File: config.mk
export PLATFORM = sky130hd
export DESIGN_NAME = vot_n_mon_flat
export DESIGN_NICKNAME = d
export VERILOG_FILES = /design/src/rtl/vot_n_mon_if.sv /design/src/rtl/vot_n_mon.sv /design/src/flat_wrapper.sv
export SDC_FILE = /design/constraint.sdc
export NUM_CORES = 1
export LEC_CHECK = 0
export CAP_MARGIN = 20
export CORE_UTILIZATION = 40
export CTS_CLUSTER_DIAMETER = 80
export CTS_CLUSTER_SIZE = 20
export DETAILED_ROUTE_END_ITERATION = 10
export GPL_ROUTABILITY_DRIVEN = 0
export PLACE_DENSITY = 0.69
export SYNTH_ARGS = -nofsm -noshare
export SYNTH_HDL_FRONTEND = slang
export SYNTH_SLANG_ARGS = --single-unit
File: constraint.sdc
create_clock -name clk -period 4.69 [get_ports clk]
set_clock_uncertainty 0.05 [all_clocks]
set_input_delay 1.1725 -clock clk [delete_from_list [all_inputs] [get_ports clk]]
set_output_delay 1.1725 -clock clk [all_outputs]
set_load 0.02 [all_outputs]
File: src/rtl/vot_n_mon_if.sv
// Handshake and result bundle for the N-channel majority voter.
// The master drives samples and clears; the slave returns the vote and health state.
// No backpressure: every in_valid sample is consumed.
interface vot_n_mon_if #(
    parameter int N = 3,
    parameter int W = 8
);
    localparam int AW = $clog2(N + 1);

    logic            in_valid;
    logic [N*W-1:0]  din;
    logic [N-1:0]    clr_fault;
    logic            out_valid;
    logic [W-1:0]    vot;
    logic [N-1:0]    mismatch;
    logic            tie;
    logic            no_quorum;
    logic [N-1:0]    fault;
    logic [AW-1:0]   n_active;

    modport master (
        output in_valid, din, clr_fault,
        input  out_valid, vot, mismatch, tie, no_quorum, fault, n_active
    );

    modport slave (
        input  in_valid, din, clr_fault,
        output out_valid, vot, mismatch, tie, no_quorum, fault, n_active
    );
endinterface

File: src/rtl/vot_n_mon.sv
// Bitwise majority voter over healthy channels with per-channel fault latching.
// Latency: one clock from in_valid to out_valid.
// No backpressure: a sample is accepted on every cycle in_valid is high.
module vot_n_mon #(
    parameter int N         = 3,
    parameter int W         = 8,
    parameter int FAULT_LIM = 4
) (
    input  logic         clk,
    input  logic         rst_n,
    vot_n_mon_if.slave   bus
);
    localparam int CW = $clog2(FAULT_LIM + 1);
    localparam int AW = $clog2(N + 1);
    localparam logic [CW-1:0] LIM   = CW'(FAULT_LIM);
    localparam logic [AW-1:0] N_ALL = AW'(N);

    logic                   out_valid_q, out_valid_d;
    logic [W-1:0]           vot_q, vot_d;
    logic [N-1:0]           mismatch_q, mismatch_d;
    logic                   tie_q, tie_d;
    logic                   no_quorum_q, no_quorum_d;
    logic [N-1:0]           fault_q, fault_d;
    logic [N-1:0][CW-1:0]   cnt_q, cnt_d;
    logic [AW-1:0]          n_active_q, n_active_d;

    logic [N-1:0]           active;
    logic [AW-1:0]          a_cnt;
    logic [AW-1:0]          ones;
    logic [W-1:0]           new_vot;
    logic [W-1:0]           bit_tie;
    logic [N-1:0]           mm_now;
    logic [AW-1:0]          fault_pop;

    // Membership uses only the fault state from before this edge.
    always_comb begin
        active = ~fault_q;
        a_cnt  = '0;
        for (int i = 0; i < N; i++) begin
            a_cnt = a_cnt + AW'(active[i]);
        end
    end

    always_comb begin
        ones    = '0;
        new_vot = '0;
        bit_tie = '0;
        for (int b = 0; b < W; b++) begin
            ones = '0;
            for (int i = 0; i < N; i++) begin
                ones = ones + AW'(active[i] & bus.din[i*W + b]);
            end
            new_vot[b] = ({ones, 1'b0} >  {1'b0, a_cnt});
            bit_tie[b] = ({ones, 1'b0} == {1'b0, a_cnt});
        end
    end

    always_comb begin
        out_valid_d = bus.in_valid;
        vot_d       = vot_q;
        mismatch_d  = mismatch_q;
        tie_d       = tie_q;
        no_quorum_d = no_quorum_q;
        fault_d     = fault_q;
        cnt_d       = cnt_q;
        mm_now      = '0;

        if (bus.in_valid) begin
            if (a_cnt == '0) begin
                no_quorum_d = 1'b1;
                mismatch_d  = '0;
                tie_d       = 1'b0;
            end else begin
                vot_d       = new_vot;
                tie_d       = |bit_tie;
                no_quorum_d = 1'b0;
                for (int i = 0; i < N; i++) begin
                    mm_now[i] = active[i] && (bus.din[i*W +: W] != new_vot);
                end
                mismatch_d = mm_now;
                for (int i = 0; i < N; i++) begin
                    if (active[i]) begin
                        if (mm_now[i]) begin
                            if (cnt_q[i] != LIM) begin
                                cnt_d[i] = cnt_q[i] + 1'b1;
                            end
                            fault_d[i] = (cnt_d[i] == LIM);
                        end else begin
                            cnt_d[i] = '0;
                        end
                    end
                end
            end
        end

        // A clear wins over any increment or fault set on the same edge.
        for (int i = 0; i < N; i++) begin
            if (bus.clr_fault[i]) begin
                cnt_d[i]   = '0;
                fault_d[i] = 1'b0;
            end
        end
    end

    always_comb begin
        fault_pop = '0;
        for (int i = 0; i < N; i++) begin
            fault_pop = fault_pop + AW'(fault_d[i]);
        end
        n_active_d = N_ALL - fault_pop;
    end

    always_ff @(posedge clk or negedge rst_n) begin
        if (!rst_n) begin
            out_valid_q <= 1'b0;
            vot_q       <= '0;
            mismatch_q  <= '0;
            tie_q       <= 1'b0;
            no_quorum_q <= 1'b0;
            fault_q     <= '0;
            cnt_q       <= '0;
            n_active_q  <= N_ALL;
        end else begin
            out_valid_q <= out_valid_d;
            vot_q       <= vot_d;
            mismatch_q  <= mismatch_d;
            tie_q       <= tie_d;
            no_quorum_q <= no_quorum_d;
            fault_q     <= fault_d;
            cnt_q       <= cnt_d;
            n_active_q  <= n_active_d;
        end
    end

    assign bus.out_valid = out_valid_q;
    assign bus.vot       = vot_q;
    assign bus.mismatch  = mismatch_q;
    assign bus.tie       = tie_q;
    assign bus.no_quorum = no_quorum_q;
    assign bus.fault     = fault_q;
    assign bus.n_active  = n_active_q;
endmodule

File: src/flat_wrapper.sv
// flat-port wrapper written by rule: the top's interface ports become plain ports
module vot_n_mon_flat 
#(
    parameter int N         = 3,
    parameter int W         = 8,
    parameter int FAULT_LIM = 4
)
  (clk, rst_n, bus_in_valid, bus_din, bus_clr_fault, bus_out_valid, bus_vot, bus_mismatch, bus_tie, bus_no_quorum, bus_fault, bus_n_active);
  vot_n_mon_if #(.N(N), .W(W)) bus_i ();
  input  logic clk;
  input  logic rst_n;
  input wire logic [$bits(bus_i.in_valid)-1:0] bus_in_valid;
  input wire logic [$bits(bus_i.din)-1:0] bus_din;
  input wire logic [$bits(bus_i.clr_fault)-1:0] bus_clr_fault;
  output wire logic [$bits(bus_i.out_valid)-1:0] bus_out_valid;
  output wire logic [$bits(bus_i.vot)-1:0] bus_vot;
  output wire logic [$bits(bus_i.mismatch)-1:0] bus_mismatch;
  output wire logic [$bits(bus_i.tie)-1:0] bus_tie;
  output wire logic [$bits(bus_i.no_quorum)-1:0] bus_no_quorum;
  output wire logic [$bits(bus_i.fault)-1:0] bus_fault;
  output wire logic [$bits(bus_i.n_active)-1:0] bus_n_active;
  assign bus_i.in_valid = bus_in_valid;
  assign bus_i.din = bus_din;
  assign bus_i.clr_fault = bus_clr_fault;
  assign bus_out_valid = bus_i.out_valid;
  assign bus_vot = bus_i.vot;
  assign bus_mismatch = bus_i.mismatch;
  assign bus_tie = bus_i.tie;
  assign bus_no_quorum = bus_i.no_quorum;
  assign bus_fault = bus_i.fault;
  assign bus_n_active = bus_i.n_active;
  vot_n_mon #(.N(N), .W(W), .FAULT_LIM(FAULT_LIM)) u_core (.clk(clk), .rst_n(rst_n), .bus(bus_i));
endmodule
==> run summary, run 1 <==
The number of max-slew violations in the final report was 0. The number of flops mapped to enable cells by yosys is 0. The share of synthesized area in the top cell type comes to 24.7%. The number of ports placed on the die boundary is 49. The net count of the finished layout came out at 423.

The floorplan step set the die width to 83.2 um. The floorplan row count is 29. Buffers inserted during clock tree synthesis total 3. The placed instances occupy a cell area of 0.00323 mm2. The count of H-tree levels built during CTS came out at 1. The worst IR drop on VDD came out at 0.000113 V. The internal power of the cells is 0.485 mW. The area fraction in compound gates after synthesis came out at 27.2%. 0 antenna diodes ended up in the layout. The initial antenna violation count is 0.

The post-route cell area came out at 0.00330 mm2. The vias per cell is 5.66. The maximum number of pins on one net before global-route repair is 29. The main combinational cell family by area after synthesis is compound AO/OA/AOI/OAI gates.

Counting every net in the synthesized netlist gives 374. In this run the tool buffered the top-level ports with 48 buffer cells. The clock insertion delay at the later pin of the skew report is 280 ps. The maximum frequency from static timing analysis is 225 MHz. The post-cts resize count is 0.

The global-route total usage across every layer came out at 19.8%. The number of DRC violations after detailed-routing iteration 0 came out at 100. The worst reg-to-reg path cell count is 11. The cell count after synthesis is 320.

The average cell area after synthesis came out at 8.25 um2. The remaining antenna violation count is 0. The via count of the routed design is 2520. The launching element type of the critical path is an input port. The post-cts hold buffer count came out at 0.

The synthesized cell area is 0.00264 mm2. The residual overflow from global routing came out at 0. The signal on the critical path passes through clkdlybuf4s50_1, nor2b_1, fa_1, ha_1, nor3b_1, nor2_1, o22ai_1, nor4_4, nor4_1, o21ai_0, fa_1. The cell at the root of the clock tree is sky130_fd_sc_hd__clkbuf_8.

The number of clock sinks seen by CTS came out at 28. Setup violations remaining at the end of the flow were counted as 0. The power share of the clock group is 27.4%. The power density over cell area is 214 mW/mm2. The detailed-route wire length is 6860 um. The setup TNS is 0 ps.

The half-perimeter wire length after detailed placement came out at 5280 um. In the finished design, the share of the clock period the worst path needs comes to 94.9%. The first global-routing pass estimated 11200 um of wire. The area added between synthesis and finish came out at 24.9%. The endpoint of the lowest-slack register-to-register path is u_core.bus.n_active[0]. The kind of cell with the highest combined delay along the critical path is adder cells.

Across all register-to-register paths, the minimum setup slack is 750 ps. The leakage power figure is 1.35 nW. Counting both buffers and inverters, the worst setup path holds a total of 1. The maximum cell stage delay along the critical path is 560 ps. The via count of the first global-routing pass was 2342.

The final critical-path required period came out at 4450 ps. The required time of the worst setup path came out at 4870 ps. In this design, the critical path's most frequently occurring cell is sky130_fd_sc_hd__fa_1. The global-route met2 utilization came out at 31.8%. Setup repair after global routing left no endpoint under its margin. In this run the most critical hold path is launched from u_core.bus.no_quorum. The detail-routed net length per standard cell is 15.4 um. The flow ran to the end, and the final reports show no timing, DRC or antenna violations. The switching share of total power came out at 31.3%. The layout cell share with drive strength beyond 1 is 8.70%. The arithmetic-cell share of the synthesized area counting full adders, half adders and majority gates is 14.2%. The startpoint identified for the worst register-to-register timing path is u_core.bus.fault[0]. Sorting the synthesized cells by area gives the leading types as sky130_fd_sc_hd__dfrtp_1 25%, sky130_fd_sc_hd__fa_1 7.6%, sky130_fd_sc_hd__o21ai_0 6.8%. The headroom to the max-slew limit came out at 50.9%. Synthesis inferred 28 register bits. The fraction of synthesized area in multiplexers came out at 0.379%.

The first-pass detailed-route iteration total is 5. The clock transition at the registers of the reported paths is 110 ps. The die span in y came out at 83.2 um. The area enclosed by the die boundary is 0.00693 mm2.

met2 is the most crowded layer. The xor/xnor share of the synthesized area is 0%. The post-synthesis sequential area ratio came out at 26.6%.

Counting the fill cells in the layout gives 616. The critical path arrival is 4630 ps. Global routing used 3.28% of the available met3 tracks.

For this run, asynchronously set or reset flops after synthesis account for 100%. The worst hold path terminates at u_core.bus.no_quorum. The most common cell after layout, fill and taps aside is sky130_fd_sc_hd__clkdlybuf4s50_1. The sequential fraction of design power came out at 38.4%.

STA classifies the critical path endpoint as a flip-flop. The leading area contributor after synthesis is sky130_fd_sc_hd__dfrtp_1. Once the floorplan was initialized, standard cells occupied 41.6% of the core. Leaving out fill and tap cells, the most frequent cells in the layout are 48 x sky130_fd_sc_hd__clkdlybuf4s50_1, 35 x sky130_fd_sc_hd__o21ai_0, 28 x sky130_fd_sc_hd__inv_1. The tightest min-delay check is of the reg -> reg type. The total count of hold-check failures in the final report came out at 0. The core outline area came out at 0.00635 mm2. The maximum fanout along the worst path came out at 3. TritonCTS built the clock tree. The combinational fraction of design power came out at 34.1%. The post-CTS setup buffer count came out at 0. The transition at the pin with the smallest max-transition slack came out at 732 ps.

During synthesis, Yosys emitted a total of 0 warnings. Counting instances, the worst hold path has a depth of 1. In this run the power spent charging and discharging nets is 0.221 mW. The area fraction in and, or, nand and nor cells after synthesis came out at 25.4%. The predominant post-synthesis flop cell is sky130_fd_sc_hd__dfrtp_1. The maximum buffer depth of the clock tree came out at 2.

Among all stages on the critical path, the largest delay is contributed by sky130_fd_sc_hd__fa_1. For this run, design rule violations remaining after detail routing come to 0. The max capacitance violation total is 0. The class of the most critical setup path is in -> reg.

The met1 layer usage reported by global route is 28.7%. The number of different library cells in the post-synthesis netlist is 45.
## area by class of cell
| cell class | count | area (um2) | area share [%] |
|---|---|---|---|
| clock buffers | 3 | 41.3 | 1.25 |
| clock inverters | 1 | 30.0 | 0.911 |
| inverters | 28 | 105 | 3.19 |
| multi-input cells | 251 | 1770 | 53.8 |
| flip-flops and latches | 28 | 703 | 21.3 |
| well taps | 77 | 96.3 | 2.92 |
| repair buffers | 57 | 548 | 16.6 |
## cells by family after synthesis
family | after synthesis
adder cells (fa/ha/maj) | 24
multiplexers | 1
AND/OR/NAND/NOR | 115
AO/OA/AOI/OAI | 111
flip-flops | 28
buffers and inverters | 41
## routing by layer
layer  vias up  wire (um)  part of all wire, %
met5         -          0                    0
met4         0         25                 0.36
met3         4        349                  5.1
met2        66       3140                   46
met1      1207       3350                   49
li1       1243          -                    -
## stage by stage
step	instances	hold slack [ps]	setup slack [ps]	total power, mW	util (%)
finish	445	446	241	0.707	51.9
global route	445	472	173	0.748	51.9
CTS	445	448	296	0.712	51.9
detailed placement	441	421	13.0	0.516	50.8
global placement	441	412	102	0.511	50.8
floorplan	320	464	849	0.420	-
## power groups by stage
stage	Clock, mW	Sequential (mW)	Combinational [mW]
CTS	0.199	0.272	0.241
global placement	0	0.276	0.235
detailed placement	0	0.276	0.240
finish	0.194	0.272	0.241
floorplan	0	0.288	0.132
global route	0.208	0.274	0.266
## worst max-delay path by stage
stage                      startpoint                      to  slack, ps  depth (start not counted)
final                     bus_din[13]  u_core.bus.n_active[0]        240                         11
after global routing      bus_din[13]  u_core.bus.n_active[0]        170                         11
after CTS                 bus_din[13]  u_core.bus.n_active[0]        300                         11
after detailed placement  bus_din[13]  u_core.bus.n_active[0]         10                         11
after global placement    bus_din[13]  u_core.bus.n_active[0]        100                         11
after floorplan           bus_din[18]  u_core.bus.n_active[0]        850                         10
## synth_stat cells (10+ instances only)
cell type / n
sky130_fd_sc_hd__a211oi_1: 19
sky130_fd_sc_hd__a21oi_1: 16
sky130_fd_sc_hd__clkbuf_1: 10
sky130_fd_sc_hd__dfrtp_1: 26
sky130_fd_sc_hd__fa_1: 10
sky130_fd_sc_hd__ha_1: 14
sky130_fd_sc_hd__inv_1: 28
sky130_fd_sc_hd__nand2_1: 16
sky130_fd_sc_hd__nor2_1: 27
sky130_fd_sc_hd__nor2b_1: 24
sky130_fd_sc_hd__o21ai_0: 36
sky130_fd_sc_hd__o22ai_1: 16
## flip-flops by register name, summed over array words and instances, names as in the netlist
| register | count |
|---|---|
| u_core.cnt_q | 9 |
| u_core.bus.tie | 1 |
| u_core.bus.n_active | 2 |
| u_core.bus.vot | 8 |
| u_core.bus.no_quorum | 1 |
| u_core.bus.out_valid | 1 |
| u_core.bus.mismatch | 3 |
| u_core.bus.fault | 3 |
(Power assumes the default switching activity.)
==> run 2: changes to the inputs <==
SKIP_LAST_GASP = 1   (was default)
==> results of run 2 <==
Final layout, timing and power as in run 1 (identical DEF).
